### src/rtl/lc3_pkg.sv
// Shared LC-3 controller definitions: opcodes, FSM state encodings, ALU ops,
// condition-code values and the immediate/offset sign-extension helpers.
package lc3_pkg;

    typedef enum logic [2:0] {
        S_FETCH  = 3'b000,
        S_LOADIR = 3'b001,
        S_DECODE = 3'b010,
        S_EXEC   = 3'b011,
        S_MEM    = 3'b100,
        S_WB     = 3'b101,
        S_HALT   = 3'b110
    } state_t;

    localparam logic [3:0] OP_BR   = 4'b0000;
    localparam logic [3:0] OP_ADD  = 4'b0001;
    localparam logic [3:0] OP_LD   = 4'b0010;
    localparam logic [3:0] OP_ST   = 4'b0011;
    localparam logic [3:0] OP_AND  = 4'b0101;
    localparam logic [3:0] OP_NOT  = 4'b1001;
    localparam logic [3:0] OP_TRAP = 4'b1111;

    localparam logic [1:0] ALU_ADD = 2'b00;
    localparam logic [1:0] ALU_AND = 2'b01;
    localparam logic [1:0] ALU_NOT = 2'b10;

    localparam logic [2:0] CC_N = 3'b100;
    localparam logic [2:0] CC_Z = 3'b010;
    localparam logic [2:0] CC_P = 3'b001;

    function automatic logic [15:0] sext_imm5(input logic [4:0] v);
        return {{11{v[4]}}, v};
    endfunction

    function automatic logic [15:0] sext_off9(input logic [8:0] v);
        return {{7{v[8]}}, v};
    endfunction

endpackage

### src/rtl/lc3_cc_logic.sv
// Combinational NZP classification of a 16-bit two's-complement value.
module lc3_cc_logic
    import lc3_pkg::*;
(
    input  logic [15:0] value,
    output logic [2:0]  nzp
);

    always_comb begin
        if (value == 16'h0000)
            nzp = CC_Z;
        else if (value[15])
            nzp = CC_N;
        else
            nzp = CC_P;
    end

endmodule

### src/rtl/lc3_ctrl_fsm.sv
// LC-3 multi-cycle controller: FSM plus PC/MAR/MDR/IR/CC, driving an external
// register file, 128-word memory and ALU and consuming their read data.
module lc3_ctrl_fsm
    import lc3_pkg::*;
#(
    parameter logic [15:0] RESET_PC = 16'h0000,
    parameter int          MEM_AW   = 7
) (
    input  logic              clk,
    input  logic              rst,
    input  logic              run,
    output logic [MEM_AW-1:0] mem_addr,
    output logic [15:0]       mem_d_in,
    output logic              mem_we,
    input  logic [15:0]       mem_d_out,
    output logic [2:0]        regfile_DR,
    output logic [2:0]        regfile_SR1_addr,
    output logic [2:0]        regfile_SR2_addr,
    output logic [15:0]       regfile_d,
    output logic              regfile_we,
    input  logic [15:0]       regfile_SR1_out,
    input  logic [15:0]       regfile_SR2_out,
    output logic [15:0]       alu_operand1,
    output logic [15:0]       alu_operand2,
    output logic [3:0]        alu_opcode,
    input  logic [15:0]       alu_out,
    output logic [15:0]       pc_out,
    output logic [15:0]       ir_out,
    output logic [2:0]        state_out,
    output logic              halted,
    output logic              illegal
);

    state_t state, state_nxt;

    logic [15:0]       pc, mdr, ir;
    // Only the low address bits ever reach memory, so only those are kept.
    logic [MEM_AW-1:0] mar;
    logic [2:0]        cc, cc_new;
    logic              illegal_q;
    logic [3:0]        opcode;
    logic [15:0]       pc_off;
    logic              br_taken, known_op;
    logic [1:0]        alu_op;

    assign opcode   = ir[15:12];
    assign pc_off   = pc + sext_off9(ir[8:0]);
    assign br_taken = |(ir[11:9] & cc);
    assign known_op = opcode inside {OP_BR, OP_ADD, OP_LD, OP_ST, OP_AND, OP_NOT, OP_TRAP};

    always_comb begin
        case (opcode)
            OP_AND:  alu_op = ALU_AND;
            OP_NOT:  alu_op = ALU_NOT;
            default: alu_op = ALU_ADD;
        endcase
    end

    assign mem_addr         = mar;
    assign mem_d_in         = regfile_SR1_out;
    assign regfile_DR       = ir[11:9];
    assign regfile_SR1_addr = (opcode == OP_ST) ? ir[11:9] : ir[8:6];
    assign regfile_SR2_addr = ir[2:0];
    assign regfile_d        = (state == S_WB) ? mdr : alu_out;
    assign alu_operand1     = regfile_SR1_out;
    assign alu_operand2     = ir[5] ? sext_imm5(ir[4:0]) : regfile_SR2_out;
    assign alu_opcode       = {2'b00, alu_op};
    assign pc_out           = pc;
    assign ir_out           = ir;
    assign state_out        = state;
    assign halted           = (state == S_HALT);
    assign illegal          = illegal_q;

    // Flags follow whatever value is being written back this cycle.
    lc3_cc_logic u_cc (
        .value (regfile_d),
        .nzp   (cc_new)
    );

    always_ff @(posedge clk) begin
        if (!rst)
            state <= S_FETCH;
        else
            state <= state_nxt;
    end

    // Write strobes are qualified by rst so a reset mid-instruction never commits.
    always_comb begin
        state_nxt  = state;
        mem_we     = 1'b0;
        regfile_we = 1'b0;
        case (state)
            S_FETCH:  if (run) state_nxt = S_LOADIR;
            S_LOADIR: state_nxt = S_DECODE;
            S_DECODE: begin
                case (opcode)
                    OP_ADD, OP_AND, OP_NOT: state_nxt = S_EXEC;
                    OP_LD, OP_ST:           state_nxt = S_MEM;
                    OP_TRAP:                state_nxt = S_HALT;
                    default:                state_nxt = S_FETCH;
                endcase
            end
            S_EXEC: begin
                regfile_we = rst;
                state_nxt  = S_FETCH;
            end
            S_MEM: begin
                if (opcode == OP_LD) begin
                    state_nxt = S_WB;
                end else begin
                    mem_we    = rst;
                    state_nxt = S_FETCH;
                end
            end
            S_WB: begin
                regfile_we = rst;
                state_nxt  = S_FETCH;
            end
            S_HALT:  state_nxt = S_HALT;
            default: state_nxt = S_FETCH;
        endcase
    end

    always_ff @(posedge clk) begin
        if (!rst) begin
            pc        <= RESET_PC;
            mar       <= '0;
            mdr       <= 16'h0000;
            ir        <= 16'h0000;
            cc        <= CC_Z;
            illegal_q <= 1'b0;
        end else begin
            case (state)
                S_FETCH: begin
                    if (run) begin
                        mar <= pc[MEM_AW-1:0];
                        pc  <= pc + 16'd1;
                    end
                end
                S_LOADIR: ir <= mem_d_out;
                S_DECODE: begin
                    if (opcode == OP_LD || opcode == OP_ST)
                        mar <= pc_off[MEM_AW-1:0];
                    if (opcode == OP_BR && br_taken)
                        pc <= pc_off;
                    if (!known_op)
                        illegal_q <= 1'b1;
                end
                S_EXEC, S_WB: cc <= cc_new;
                S_MEM: begin
                    if (opcode == OP_LD)
                        mdr <= mem_d_out;
                end
                default: ;
            endcase
        end
    end

endmodule

### config.mk
export PLATFORM = sky130hd
export DESIGN_NAME = lc3_ctrl_fsm
export DESIGN_NICKNAME = d
export VERILOG_FILES = /design/src/rtl/lc3_pkg.sv /design/src/rtl/lc3_cc_logic.sv /design/src/rtl/lc3_ctrl_fsm.sv
export SDC_FILE = /design/constraint.sdc
export NUM_CORES = 1
export LEC_CHECK = 0
export BUFFER_PORTS_ARGS = -buffer_cell sky130_fd_sc_hd__buf_4
export CORE_ASPECT_RATIO = 1.75
export CORE_MARGIN = 8
export CORE_UTILIZATION = 50
export DETAILED_ROUTE_END_ITERATION = 12
export PLACE_DENSITY = 0.95
export SETUP_SLACK_MARGIN = 0.05
export SLEW_MARGIN = 25
export SYNTH_ARGS = -nofsm -noshare
export SYNTH_HDL_FRONTEND = slang
export SYNTH_SLANG_ARGS = --single-unit
### constraint.sdc
create_clock -name clk -period 5.9 [get_ports clk]
set_input_delay 0.295 -clock clk [delete_from_list [all_inputs] [get_ports clk]]
set_output_delay 0.295 -clock clk [all_outputs]
set_load 0.05 [all_outputs]
==> flow_summary.json, run 1 <==
{
  "grt_pass1_vias": 4580,
  "final_common_cell": "buf_4",
  "ir_drop_mv": 0.151,
  "drv_slew": 0,
  "synth_compound_area_share_pct": 23.0,
  "path_max_fanout": 29,
  "timing.fmax_ghz": 0.357,
  "whs_ps": 223,
  "fp.dieH_um": 140,
  "grt_pass1_wl_um": 23300,
  "rows": 45,
  "period_needed_ps": 2800,
  "setup_slack_ps": 3100,
  "hp-class": "in -> reg",
  "hold_buffers": 0,
  "clk_pin_slew_ps": 50,
  "grt.total_usage_pct": 24.0,
  "setup_viol": 0,
  "vias": 4587,
  "critPathArrivalTime_ps": 3050,
  "fin_nets": 738,
  "cp-end-kind": "flip-flop",
  "finalSetupTns_ps": 0,
  "met3WireLength_um": 920,
  "syn_inst": 573,
  "syn_area_um2": 4380,
  "clock_path_buffers": 2,
  "n_antenna_cell": 0,
  "drt-total-wl_um": 14700,
  "synthMuxAreaShare_pct": 6.60,
  "synth_edf_count": 0,
  "layout-drive-gt1-share_pct": 29.9,
  "place_congestion": 0.956,
  "ys_ff_latch": 62,
  "maxCapViolCount": 0,
  "fin_skew_ps": 4.41,
  "layout_common_cells": "142 x buf_4, 87 x nand2_1, 64 x a21oi_1",
  "cts_tree": "done",
  "grt_overflow_total": 0,
  "start_util_pct": 50.8,
  "hpwl_um": 11500,
  "pre_cts_slack_ps": 3170,
  "run_status": "finished clean",
  "insertion_delay_ps": 340,
  "post_cts.resized_instances": 0,
  "wl_met1_um": 5170,
  "tightest_slew_ps": 931,
  "rr_worst_depth": 6,
  "yosysSeqAreaShare_pct": 28.4,
  "synth_xor_xnor_area_share_pct": 2.80,
  "dieArea_um2": 12100,
  "cts_root_buf": "clkbuf_16",
  "hold_depth": 3,
  "synthSimpleGateAreaFrac_pct": 22.1,
  "synth_top_family_by_area": "compound AO/OA/AOI/OAI gates",
  "highest_layer": "met4",
  "async_flop_share_pct": 0,
  "critPathRequiredTime_ps": 6150,
  "start_kind": "flip-flop",
  "detail-route-antenna-nets": 0,
  "dr.pass1.iters": 5,
  "io_pins": 190,
  "clkSinkCount": 62,
  "slew_headroom_pct": 37.7,
  "core_area_um2": 8610,
  "crit_type": "reg -> reg",
  "areaGrowthSynthToFinish_pct": 24.2,
  "finalHoldViolCount": 0,
  "wl_met2_um": 7970,
  "grt_start_max_net_pins": 35,
  "die-width_um": 86.7,
  "drtIter0Drc": 330,
  "p_leak_uw": 0.00232,
  "wire_per_inst_um": 19.0,
  "port_buffers": 139,
  "p_per_area_nw_per_um2": 261,
  "synth_warnings": 0,
  "avgSynthCellArea_um2": 7.64,
  "drc": 0,
  "cts_buffers": 9,
  "synth.distinct_cells": 66,
  "p_total_uw": 1420,
  "vias_per_cell": 5.92,
  "synth-adder-area-share_pct": 5.03,
  "post-route-period-util_pct": 47.4,
  "cts_setup_buffers": 0,
  "antenna_found_initial": 0,
  "rsz0062_at_grt": "false",
  "ff2ff_setup_slack_ps": 3100,
  "cts_htree_levels": 3,
  "synth_ff_type": "dfxtp_1"
}
==> state kept, by name (all words and copies together) (netlist names) <==
signal,count
ir_out,16
state_out,3
cc,3
illegal,1
mdr,16
pc_out,16
mem_addr,7
==> power breakdown <==
| part | internal (µW) | switching (µW) |
|---|---|---|
| Clock | 347 | 186 |
| Sequential | 440 | 39.3 |
| Combinational | 133 | 275 |
==> path summary, 6_finish.rpt <==
kind,start,endpoint
min,mem_d_out[9],ir_out[9]
max,state_out[1],pc_out[12]
max reg2reg,state_out[1],pc_out[12]
min reg2reg,mdr[2],mdr[2]
==> cell usage after synthesis (all sizes together), types with 3 or more instances <==
master   count  area (µm²)
and2         3        18.8
dfxtp       62        1240
mux2i        3        30.0
or2          3        18.8
o21ai       39         195
a31oi        6        37.5
nor3        11        55.1
o21bai       3        22.5
a211oi       9        67.6
o2bb2ai      3        26.3
buf         48         368
o31ai        5        42.5
xnor2        9        78.8
nand3       28         140
xor2         5        43.8
mux2        23         259
nor2        30         115
nor3b        5        47.5
o22ai        3        18.8
nand2       87         327
nand4        5        31.3
nor4         6        37.5
a21o         5        37.5
and3         4        25.0
clkbuf      25        93.8
a21oi       68         355
or4          3        26.3
inv         17        63.8
ha          16         200
o221ai       3        32.5
nand2b       6        37.5
==> critical path, cell delays in order (launching register included) <==
cell and delay [ps]:
dfxtp_1 580, or3b_4 610, o31ai_2 810, o21ai_0 290
nor3_1 250, a2bb2oi_1 90, o31ai_1 70
==> layout make-up <==
type | count | area (µm²)
sequential | 62 | 1240
inverter | 17 | 63.8
clock inverter | 3 | 43.8
timing repair buffer | 142 | 1070
fill | 766 | 3180
tap | 117 | 146
clock buffer | 12 | 256
multi-input combinational | 422 | 2620
==> metal layers <==
metal / track usage, % / vias up
li1: - / 2161
met1: 23.8 / 2144
met2: 43.2 / 220
met3: 5.42 / 62
met4: 14.8 / 0
met5: 0 / -
==> logic make-up after synthesis <==
| group | count (synthesis) |
|---|---|
| other | 1 |
| muxes | 26 |
| and+or+nand+nor | 201 |
| xor gates and xnor gates | 14 |
| adders and majority gates | 17 |
| DFF | 62 |
| buffers and inverters | 90 |
| AOI/OAI and AO/OA | 162 |
==> metrics by stage <==
step / cell area (µm²) / std cells / util (%)
4_1_cts: 5440 / 775 / 63.1
5_1_grt: 5440 / 775 / 63.1
3_3_place_gp: 5140 / 760 / 59.6
6_report: 5440 / 775 / 63.1
2_1_floorplan: 4380 / 574 / -
3_5_place_dp: 5140 / 760 / 59.6
No activity file was read; power rests on OpenSTA's default activity.
==> inputs of run 2 (changes only) <==
--- a/config.mk
+++ b/config.mk
@@ -5,12 +5,13 @@
 export SDC_FILE = /design/constraint.sdc
 export NUM_CORES = 1
 export LEC_CHECK = 0
+export ABC_AREA = 1
 export BUFFER_PORTS_ARGS = -buffer_cell sky130_fd_sc_hd__buf_4
 export CORE_ASPECT_RATIO = 1.75
 export CORE_MARGIN = 8
-export CORE_UTILIZATION = 50
+export CORE_UTILIZATION = 44
 export DETAILED_ROUTE_END_ITERATION = 12
-export PLACE_DENSITY = 0.95
+export PLACE_DENSITY = 0.9
 export SETUP_SLACK_MARGIN = 0.05
 export SLEW_MARGIN = 25
 export SYNTH_ARGS = -nofsm -noshare
==> constraint.sdc (replaced) <==
create_clock -name clk -period 2.3 [get_ports clk]
set_input_delay 0.115 -clock clk [delete_from_list [all_inputs] [get_ports clk]]
set_output_delay 0.115 -clock clk [all_outputs]
set_load 0.05 [all_outputs]
==> run 2 against run 1 <==
Effect of this change:
- area after synthesis down 0.17%
- largest power group is now combinational logic
- flip-flop and latch count unchanged
- total power rose to 3.0 times the previous value
- highest routed layer unchanged
- clock power up 140%
- largest cell class unchanged
- first-iteration DRC count down 58%
- via count up 3.7%
- core utilization down 6.9 points
- critical path type unchanged
- sequential power rose to 2.8 times the previous value
- final cell count up 18%
- design area up 1.3%
==> flow_summary.json, run 2 <==
{
  "run_status": "finished clean",
  "drtIter0Drc": 139,
  "areaGrowthSynthToFinish_pct": 26.0,
  "wire_per_inst_um": 15.5,
  "port_buffers": 139,
  "clock_path_buffers": 2,
  "start_kind": "flip-flop",
  "yosysSeqAreaShare_pct": 28.4,
  "core_area_um2": 9790,
  "finalHoldViolCount": 0,
  "n_antenna_cell": 0,
  "whs_ps": 16.1,
  "fin_nets": 872,
  "pre_cts_slack_ps": 187,
  "path_max_fanout": 11,
  "cts_tree": "done",
  "fin_skew_ps": 6.25,
  "num-fill-cells": 951,
  "clkSinkCount": 62,
  "finalNonFillerCells": 915,
  "dieArea_um2": 13500,
  "syn_inst": 691,
  "place_congestion": 0.931,
  "post-route-period-util_pct": 91.2,
  "p_per_area_nw_per_um2": 771,
  "grt_pass1_vias": 4559,
  "avgSynthCellArea_um2": 6.32,
  "grt_pass1_wl_um": 22000,
  "p_leak_uw": 0.00275,
  "async_flop_share_pct": 0,
  "hpwl_um": 11100,
  "synth.top_cell.area_share_pct": 28.4,
  "synth_ff_type": "dfxtp_1",
  "yosysMostFrequentCell": "nand2_1",
  "grt_overflow_total": 0,
  "grt_start_max_net_pins": 29,
  "tightest_slew_ps": 556,
  "cts_root_buf": "clkbuf_16",
  "fp.dieH_um": 148,
  "timing.fmax_ghz": 0.477,
  "vias": 4757,
  "synth_edf_count": 0,
  "synth.area.top_cells": "dfxtp_1 28%, nand2_1 13%, o21ai_0 9.2%",
  "syn_area_um2": 4370,
  "period_needed_ps": 2100,
  "cp-end-kind": "flip-flop",
  "synth_warnings": 0,
  "grt.total_usage_pct": 20.2,
  "clk_pin_slew_ps": 50,
  "hp-class": "in -> reg",
  "dr.pass1.iters": 4,
  "synthTopCellsByCount": "150 x nand2_1, 100 x nor2_1, 80 x o21ai_0",
  "vias_per_cell": 5.20,
  "cts_buffers": 9,
  "insertion_delay_ps": 330,
  "crit_type": "reg -> reg",
  "cts_setup_buffers": 0,
  "start_util_pct": 44.6,
  "finalSetupTns_ps": 0,
  "rows": 48,
  "critPathRequiredTime_ps": 2490,
  "fin_util_pct": 56.3,
  "final_common_cell": "nand2_1",
  "rsz0062_at_grt": "false",
  "drt-total-wl_um": 14200,
  "cts_htree_levels": 3,
  "layout-drive-gt1-share_pct": 23.9,
  "setup_viol": 0,
  "drc": 0,
  "layout_common_cells": "150 x nand2_1, 148 x buf_4, 99 x nor2_1",
  "io_pins": 190,
  "numPlacedInstances": 902,
  "ys_ff_latch": 62,
  "ir_drop_mv": 0.418,
  "slew_headroom_pct": 62.9,
  "yosysTopAreaCell": "dfxtp_1",
  "die-width_um": 91.3,
  "antenna_found_initial": 0,
  "detail-route-antenna-nets": 0,
  "maxCapViolCount": 0,
  "critPathArrivalTime_ps": 2290,
  "setup_slack_ps": 202,
  "synth.distinct_cells": 35,
  "drv_slew": 0
}
run 2: worst paths after layout:
path | start | endpoint | slack, ps | cells past startpoint
setup reg to reg | ir_out[8] | pc_out[13] | 200 | 9
hold reg to reg | cc[2] | cc[2] | 460 | 2
setup / recovery | ir_out[8] | pc_out[13] | 200 | 9
hold / removal | mem_d_out[10] | ir_out[10] | 20 | 3
run 2: metal layers:
| metal | wire length [µm] | vias to the layer above | track usage, % | part of all wire [%] |
|---|---|---|---|---|
| met3 | 894 | 62 | 5.69 | 6.3 |
| met4 | 696 | 0 | 13.7 | 4.9 |
| met2 | 7460 | 161 | 37.2 | 53 |
| met5 | 0 | - | 0 | 0 |
| li1 | - | 2384 | - | - |
| met1 | 5150 | 2150 | 18.8 | 36 |
run 2: worst max-delay path, cell delays in order (launching register included):
cell and delay (ps):
dfxtp_1 640, ha_1 390, a21oi_1 230, nand2_1 80, a21oi_1 240, nand2_1 100
nand2_1 70, nand3_1 80, nand3_1 80, a21oi_1 60
run 2: area by class of cell:
class | instances | area (µm²) | share of cell area [%]
Multi-Input combinational cell | 495 | 2450 | 44.5
Sequential cell | 62 | 1240 | 22.5
Inverter | 72 | 273 | 4.95
Clock inverter | 2 | 35.0 | 0.636
Clock buffer | 11 | 243 | 4.41
Tap cell | 125 | 156 | 2.84
Timing Repair Buffer | 148 | 1110 | 20.2
run 2: logic make-up (layout without fill, tap and decap cells):
kind of cell	count (synthesis)	after routing	share of synthesized area, %
XOR/XNOR	5	5	1.00
other	1	2	0.0858
buffers and inverters	135	233	15.7
flip-flops	62	62	28.4
multiplexers	7	7	1.80
adder cells (fa/ha/maj)	17	17	5.04
AO/OA/AOI/OAI	145	145	17.2
AND/OR/NAND/NOR	319	319	30.7
run 2: metrics by stage:
step | power [µW] | instance area [µm²]
final | 4250 | 5510
after detailed placement | 2960 | 5230
after global routing | 4460 | 5510
after floorplan | 2600 | 4370
after global placement | 2950 | 5230
after CTS | 4270 | 5510
run 2: timing repair:
item                                   in CTS  in global routing
setup endpoints to repair                   0                  6
endpoints found under the hold margin       0                  0
hold buffers                                0                  0
gates resized for setup                     0                  1
run 2: power breakdown:
part	total [µW]	switching, µW	internal, µW
clock network	1300	455	847
registers	1320	143	1170
logic	1630	1120	503
total	4250	1720	2520
==> inputs of run 3 (changes only) <==
==> constraint.sdc (replaced) <==
create_clock -name clk -period 2.3 [get_ports clk]
set_input_delay 0 -clock clk [delete_from_list [all_inputs] [get_ports clk]]
set_output_delay 0 -clock clk [all_outputs]
set_load 0.05 [all_outputs]
==> run 3 against run 2 <==
Effect of this change:
- combinational power barely moved
- flip-flop and latch count unchanged
- first-iteration DRC count up 27%
- wire length up 2.9%
- total power up 2.4%
- global-route usage is 1.0 points higher
- critical path type unchanged
==> flow_summary.json, run 3 (synthesis results as in run 2) <==
{
  "finalSetupTns_ps": 0,
  "place_area_um2": 5230,
  "port_buffers": 139,
  "path_max_fanout": 7,
  "grt_overflow_total": 0,
  "hp-class": "in -> out",
  "tightest_slew_ps": 538,
  "p_leak_uw": 0.00283,
  "timing.fmax_ghz": 0.510,
  "fin_nets": 889,
  "place_congestion": 0.933,
  "dieArea_um2": 13500,
  "num-fill-cells": 930,
  "cts_tree": "done",
  "core_area_um2": 9790,
  "critPathArrivalTime_ps": 2170,
  "clk_pin_slew_ps": 50,
  "cts_setup_buffers": 0,
  "cp-end-kind": "flip-flop",
  "start_kind": "flip-flop",
  "start_util_pct": 44.6,
  "grt_start_max_net_pins": 29,
  "grt.total_usage_pct": 21.3,
  "drtIter0Drc": 176,
  "grt_pass1_wl_um": 23200,
  "drc": 0,
  "hpwl_um": 11100,
  "vias_per_cell": 5.18,
  "drt-total-wl_um": 14600,
  "detail-route-antenna-nets": 0,
  "die-width_um": 91.3,
  "layout-drive-gt1-share_pct": 23.7,
  "final_common_cell": "nand2_1",
  "vias": 4847,
  "layout_common_cells": "150 x nand2_1, 148 x buf_4, 99 x nor2_1",
  "critPathRequiredTime_ps": 2500,
  "cts_buffers": 9,
  "rows": 48,
  "run_status": "finished clean",
  "rsz0062_at_grt": "false",
  "areaGrowthSynthToFinish_pct": 30.5,
  "post-route-period-util_pct": 85.3,
  "antenna_found_initial": 0,
  "period_needed_ps": 1960,
  "n_antenna_cell": 0,
  "p_per_area_nw_per_um2": 762,
  "clock_path_buffers": 2,
  "crit_type": "reg -> reg",
  "clkSinkCount": 62,
  "fp.dieH_um": 148,
  "setup_viol": 0,
  "grt_pass1_vias": 4799,
  "cts_root_buf": "clkbuf_16",
  "maxCapViolCount": 0,
  "cts_htree_levels": 3,
  "final_area_um2": 5700,
  "drv_slew": 0,
  "finalHoldViolCount": 0,
  "fin_skew_ps": 4.20,
  "dr.pass1.iters": 5,
  "ir_drop_mv": 0.453,
  "wire_per_inst_um": 15.6,
  "p_total_uw": 4350,
  "insertion_delay_ps": 330,
  "slew_headroom_pct": 64.1,
  "io_pins": 190
}
## run 3: changes by cell type in the layout (fill, tap and decap cells not counted)
cell | previous run | this run
clkbuf_1 | 1 | 2
clkinvlp_4 | 0 | 1
clkbuf_8 | 1 | 2
dlygate4sd3_1 | 0 | 17
dfxtp_1 | 62 | 61
dfxtp_2 | 0 | 1
## run 3: worst paths after layout
check	from	to	slack, ps	cells after the start
setup / recovery	pc_out[0]	pc_out[8]	340	9
hold / removal	regfile_SR1_out[4]	alu_operand1[4]	0.02	0
setup reg to reg	pc_out[0]	pc_out[8]	340	9
hold reg to reg	cc[2]	cc[2]	470	2
## run 3: worst max-delay path, stage by stage (launching register included)
cell and delay [ps]:
dfxtp_1 370, ha_1 260, fa_1 400, nand3_1 100
nand2_1 110, nand2_1 80, nand2_1 100, xor2_1 160
o21ai_0 180, a21oi_1 90
## run 3: layer usage
layer / track usage, % / wire length, µm
met1: 20.4 / 5210
met2: 39.5 / 7870
met3: 4.47 / 854
met4: 14.2 / 684
met5: 0 / 0
## run 3: area by class of cell
| cell class | instances | area (µm²) | share of cell area (%) |
|---|---|---|---|
| clock buffers | 13 | 260 | 4.56 |
| clock inverters | 3 | 42.5 | 0.746 |
| inverters | 72 | 273 | 4.78 |
| multi-input cells | 495 | 2450 | 42.9 |
| flip-flops and latches | 62 | 1240 | 21.8 |
| well taps | 125 | 156 | 2.74 |
| repair buffers | 165 | 1280 | 22.5 |
## run 3: power by group
part / leakage (µW) / switching, µW / total [µW] / internal [µW]
registers: 0.000507 / 144 / 1320 / 1170
clock network: 0.000146 / 471 / 1370 / 896
logic: 0.00218 / 1140 / 1660 / 523
total: 0.00283 / 1750 / 4350 / 2590
## run 3: timing repair
action / 4_1_cts / 5_1_grt
endpoints found under the hold margin: 33 / 0
setup endpoints to repair: 0 / 6
gates resized for setup: 0 / 2
hold buffers: 17 / 0
## run 3: per-stage QoR
step	util (%)	std cells	setup WS, ps	hold slack, ps
4_1_cts	58.2	935	200	0.526
6_report	58.3	935	338	0.0162
2_1_floorplan	-	692	111	135
3_5_place_dp	53.4	902	208	0.526
5_1_grt	58.3	935	200	0.119
3_3_place_gp	53.4	902	262	0.526
